==> config.mk <==
export PLATFORM = sky130hd
export DESIGN_NAME = pipe_flush_ctrl
export DESIGN_NICKNAME = d
export VERILOG_FILES = /design/src/rtl/pipe_flush_ctrl.sv
export SDC_FILE = /design/constraint.sdc
export NUM_CORES = 1
export LEC_CHECK = 0
export ABC_CLOCK_PERIOD_IN_PS = 2040
export CORE_AREA = 2 2 39 41
export CTS_BUF_LIST = sky130_fd_sc_hd__clkbuf_4 sky130_fd_sc_hd__clkbuf_8
export DETAILED_ROUTE_END_ITERATION = 10
export DIE_AREA = 0 0 41 43
export GPL_TIMING_DRIVEN = 0
export PLACE_DENSITY = 0.73
export SLEW_MARGIN = 5
export SYNTH_ARGS = -nofsm -noshare
export SYNTH_HDL_FRONTEND = slang
export SYNTH_SLANG_ARGS = --single-unit
==> constraint.sdc <==
create_clock -name clk -period 2.04 [get_ports clk]
set_input_delay 0.51 -clock clk [delete_from_list [all_inputs] [get_ports clk]]
set_output_delay 0.51 -clock clk [all_outputs]
set_load 0.05 [all_outputs]
==> src/rtl/pipe_flush_ctrl.sv <==
// Pipeline flush/stall controller.
// Turns redirect requests and stall conditions into per-boundary clear and load
// enables, plus the PC load enable. A flush squashes the youngest boundaries
// for FLUSH_CYCLES unstalled cycles. A memory stall defers the flush but does
// not drop it. The outputs are a pure decode of the current state and inputs.
module pipe_flush_ctrl #(
   parameter int NUM_BOUND    = 4,
   parameter int FLUSH_CYCLES = 2,
   parameter int DW           = $clog2(NUM_BOUND + 1)
) (
   input  logic                 clk,
   input  logic                 rst,
   input  logic                 flush,
   input  logic [DW-1:0]        flush_depth,
   input  logic                 hazard_stall,
   input  logic                 mem_stall,
   output logic [NUM_BOUND-1:0] flush_vec,
   output logic [NUM_BOUND-1:0] load_vec,
   output logic                 pc_load,
   output logic                 busy
);

   typedef enum logic {IDLE, FLUSHING} state_t;

   localparam logic [3:0] FC = FLUSH_CYCLES[3:0];

   state_t               state;
   logic [3:0]           cnt;
   logic [NUM_BOUND-1:0] mask;
   logic [NUM_BOUND-1:0] mask_new;

   // Thermometer mask of the youngest boundaries.
   // A depth of 0 still squashes IF_ID, and depths past the last boundary saturate.
   function automatic logic [NUM_BOUND-1:0] depth_mask(input logic [DW-1:0] depth);
      int                   d;
      logic [NUM_BOUND-1:0] m;
      d = int'(depth);
      if (d < 1)
         d = 1;
      if (d > NUM_BOUND)
         d = NUM_BOUND;
      m = '0;
      for (int i = 0; i < NUM_BOUND; i++)
         m[i] = (i < d);
      return m;
   endfunction

   assign mask_new = depth_mask(flush_depth);

   // Flush sequencer.
   // A new request restarts the count and widens the mask. A memory stall
   // freezes the countdown, but a flush request is still accepted during it.
   always_ff @(posedge clk or posedge rst) begin
      if (rst) begin
         state <= IDLE;
         cnt   <= '0;
         mask  <= '0;
      end else begin
         case (state)
            IDLE: begin
               if (flush) begin
                  state <= FLUSHING;
                  cnt   <= FC;
                  mask  <= mask_new;
               end
            end
            FLUSHING: begin
               if (flush) begin
                  cnt  <= FC;
                  mask <= mask | mask_new;
               end else if (!mem_stall) begin
                  if (cnt == 4'd1) begin
                     state <= IDLE;
                     cnt   <= '0;
                     mask  <= '0;
                  end else begin
                     cnt <= cnt - 4'd1;
                  end
               end
            end
            default: state <= IDLE;
         endcase
      end
   end

   // Output decode, in priority order: reset, memory stall, flushing, load-use hazard, normal.
   always_comb begin
      flush_vec = '0;
      load_vec  = '1;
      pc_load   = 1'b1;
      busy      = (state == FLUSHING);
      if (rst) begin
         busy = 1'b0;
      end else if (mem_stall) begin
         load_vec = '0;
         pc_load  = 1'b0;
      end else if (state == FLUSHING) begin
         flush_vec = mask;
      end else if (hazard_stall) begin
         pc_load      = 1'b0;
         load_vec[0]  = 1'b0;
         flush_vec[1] = 1'b1;
      end
   end

endmodule

==> flow_summary_export.csv <==
group,metric,value,unit
run_status,status,"complete, no violations",
worst_setup_path,critPathLaunchType,"input port",
layout,num_antenna_cells,0,
layout,fill_cells,139,
route,drc,0,
grt,grt_pass1_wl,1890,µm
worst_setup_path,rr_worst_depth,5,
timing,whs,0.4862,ns
logic_synthesis,synth_top_area_share,41.10,%
timing,fin_crit_sh,99.36,%
die,core_area,1384,µm²
clock_network,clockBufferDepth,2,
logic_synthesis,synth-seq-cells,9,
power_and_ir_drop,combPwrFrac,29.6,%
die,num_rows,14,
worst_setup_path,slowest_stage,"dlygate4sd2_1",
min_path,holdPathStages,2,
logic_synthesis,synthArstFlopShare,100.0,%
logic_synthesis,syn_area_per_cell,9.134,µm²
power_and_ir_drop,clkPwrFrac,29.2,%
timing,rsz0062_at_grt,"true",
die,die_y,43,µm
power_and_ir_drop,p_seq_share,41.1,%
route,first_pass_iters,3,
route,routed_wirelength,1152,µm
route,vias,482,
route,drtAntennaViolNets,0,
clock_network,cts.clk_slew.worst_paths,0.06,ns
die,start_util,39.60,%
logic_synthesis,yosysSeqAreaShare,41.10,%
grt,grt_use_total,16.00,%
power_and_ir_drop,power_density,661.7,nW/µm²
clock_network,cts_sinks,9,
die,dieArea,1763,µm²
placement,place_area,733.2,µm²
worst_setup_path,cp.depth,4,
clock_network,postCtsHoldBufs,0,
clock_network,htreeDepth,1,
worst_setup_path,path_buf_inv,2,
worst_setup_path,critPathTopFamily,"buffers and inverters",
timing,setup_viol,0,
route,first_iter_violations,3,
logic_synthesis,synth_area_leaders,"dfrtp_1 41%, a21oi_1 5.5%, nand2_1 4.8%, ha_1 4.6%, buf_4 4.1%",
timing,skew,0.003507,ns
worst_setup_path,reg2reg_from,"cnt[1]",
power_and_ir_drop,switching_share,32.48,%
worst_setup_path,cp_max_fo,7,
worst_setup_path,worst_setup_path_startpoint,"mem_stall",
timing,worst_slew_pin_slew,0.4486,ns
route,wl_per_cell,11.76,µm
logic_synthesis,syn_area,548.0,µm²
die,die_x,41,µm
grt,antenna_found_initial,0,
worst_setup_path,critical_path_arrival,1.52,ns
layout,nNetsFinal,93,
timing,max_freq,0.4934,GHz
placement,pre_cts_ws,-0.8679,ns
logic_synthesis,synth.most_common_cell,"dfrtp_1",
clock_network,cts_root_buffer,"clkbuf_4",
worst_setup_path,slowest_delay,0.35,ns
min_path,hold_end,"mask[0]",
worst_setup_path,crit_chain,"dlygate4sd2_1, and2b_1, and3_1, clkbuf_4",
timing,drv_slew,0,
power_and_ir_drop,p_int,0.3387,mW
timing,maxSlewHeadroom,70.09,%
power_and_ir_drop,leakage,0.3669,nW
worst_setup_path,cp.required,1.53,ns
worst_setup_path,r2r_slack,0.58,ns
placement,gp_congestion,0.7845,
timing,finalHoldViolCount,0,
logic_synthesis,synth_nets,70,
grt,grt_pass1_vias,447,
logic_synthesis,synthCells,60,
layout,final_cells,98,
layout,drive_gt1_share,32.93,%
power_and_ir_drop,ir_drop,0.0003765,V
worst_setup_path,rr_endpoint,"mask[2]",
clock_network,numCtsBuffers,3,
layout,syn2layout_area_growth,38.36,%
logic_synthesis,synth_warnings,0,
clock_network,clock_latency,0.25,ns
min_path,hold_class,"reg2reg",
worst_setup_path,endpoint_kind,"primary output",
placement,port_buffers,16,
logic_synthesis,synth_edf_count,0,
min_path,hold_path_startpoint,"mask[0]",
logic_synthesis,synth_commonest_cells,"9 x dfrtp_1, 7 x nand2_1, 6 x a21oi_1, 4 x inv_1",
layout,stdcell_area,758.2,µm²
job,drv_cap,0,
timing,fin_ws,0.01308,ns
placement,dpl.cell_count,92,
grt,overflow,0,
logic_synthesis,ys.flop_type,"dfrtp_1",
power_and_ir_drop,p_sw,0.1630,mW
logic_synthesis,yosysUniqueCellTypes,25,
clock_network,cts_tree,"done",
die,pin_count,18,
timing,finalSetupTns,0,ns
logic_synthesis,yosysTopAreaCell,"dfrtp_1",
timing,layout_min_cycle_time,2.027,ns
grt,grt_max_degree,10,
route,via_per_inst,4.918,
worst_setup_path,crit_type,"in2out",
-- power groups by stage --
stage          clock, mW  sequential (mW)  combinational (mW)
6_report           0.147            0.206               0.149
5_1_grt            0.163            0.209               0.163
4_1_cts            0.150            0.206               0.149
3_5_place_dp           0            0.210               0.152
3_3_place_gp           0            0.209               0.150
2_1_floorplan          0            0.206               0.104
-- registers in the layout, indices dropped and copies added (netlist names) --
signal  cells
mask        4
state       1
cnt         4
-- tightest hold or removal path, cell delays in order (launching register included) --
cell     delay (ns)
dfrtp_1        0.34
o21ai_1        0.06
nand2_1        0.05
-- per-stage QoR --
stage	util, %	power, mW
after floorplan	-	0.3106
after global placement	52.98	0.3591
after detailed placement	52.98	0.3614
after CTS	55.06	0.5055
after global routing	54.79	0.5351
final	54.79	0.5017
-- worst max path at each step --
stage / endpoint / slack (ns)
2_1_floorplan: load_vec[0] / -0.19
3_3_place_gp: load_vec[0] / -0.85
3_5_place_dp: load_vec[0] / -0.87
4_1_cts: flush_vec[3] / 0.0001
5_1_grt: flush_vec[3] / -0.03
6_report: flush_vec[3] / 0.01
-- area by class of cell --
type | count | area (µm²) | share of cell area (%)
clock buffers | 4 | 30.03 | 3.960
inverters | 4 | 18.77 | 2.475
flip-flops and latches | 9 | 225.2 | 29.70
repair buffers | 18 | 145.1 | 19.14
well taps | 16 | 20.02 | 2.640
plain buffers | 4 | 26.28 | 3.465
multi-input cells | 43 | 292.8 | 38.61
-- cells by family after synthesis --
group	share of synthesized area (%)
compound gates	15.30
fa+ha+maj	4.565
buf+inv	7.532
flops	41.10
mux	2.055
simple gates	29.45
-- routing by layer --
layer / vias up / global-route usage, % / routed length [µm]
li1: 252 / - / -
met1: 214 / 21.62 / 546
met2: 14 / 23.44 / 530
met3: 2 / 4.712 / 67
met4: 0 / 6.000 / 8
met5: - / 0 / 0
-- cell usage in the layout, fill, tap and decap left out --
master / synthesis / routed
a21oi_1: 6 / 6
a41o_1: 1 / 1
and2b_1: 1 / 1
and3_1: 3 / 3
buf_2: 0 / 3
buf_4: 3 / 7
buf_6: 0 / 2
clkbuf_1: 1 / 1
clkbuf_2: 0 / 1
clkbuf_4: 0 / 6
clkdlybuf4s50_1: 0 / 4
clkinvlp_4: 0 / 1
dfrtp_1: 9 / 9
dlygate4sd2_1: 0 / 2
ha_1: 2 / 2
inv_1: 4 / 3
mux2_1: 1 / 1
nand2_1: 7 / 7
nand2b_1: 1 / 1
nand2b_4: 1 / 1
nand3_1: 1 / 1
nor2_1: 2 / 2
nor2b_1: 3 / 2
nor2b_2: 0 / 1
nor3_1: 2 / 1
nor3_2: 0 / 1
nor3_4: 1 / 1
nor4_2: 1 / 1
o211ai_1: 1 / 1
o21ai_0: 3 / 2
o21ai_1: 3 / 3
o21ai_2: 0 / 1
o22ai_1: 1 / 1
or2b_1: 1 / 1
or3b_4: 1 / 1
-- repair_timing --
item                       CTS  global route
gates cloned                 0             0
pin swaps                    0             0
buffers inserted             2             0
setup endpoints to repair   10             6
resized for setup           51            10
No activity file was read; power rests on OpenSTA's default activity.
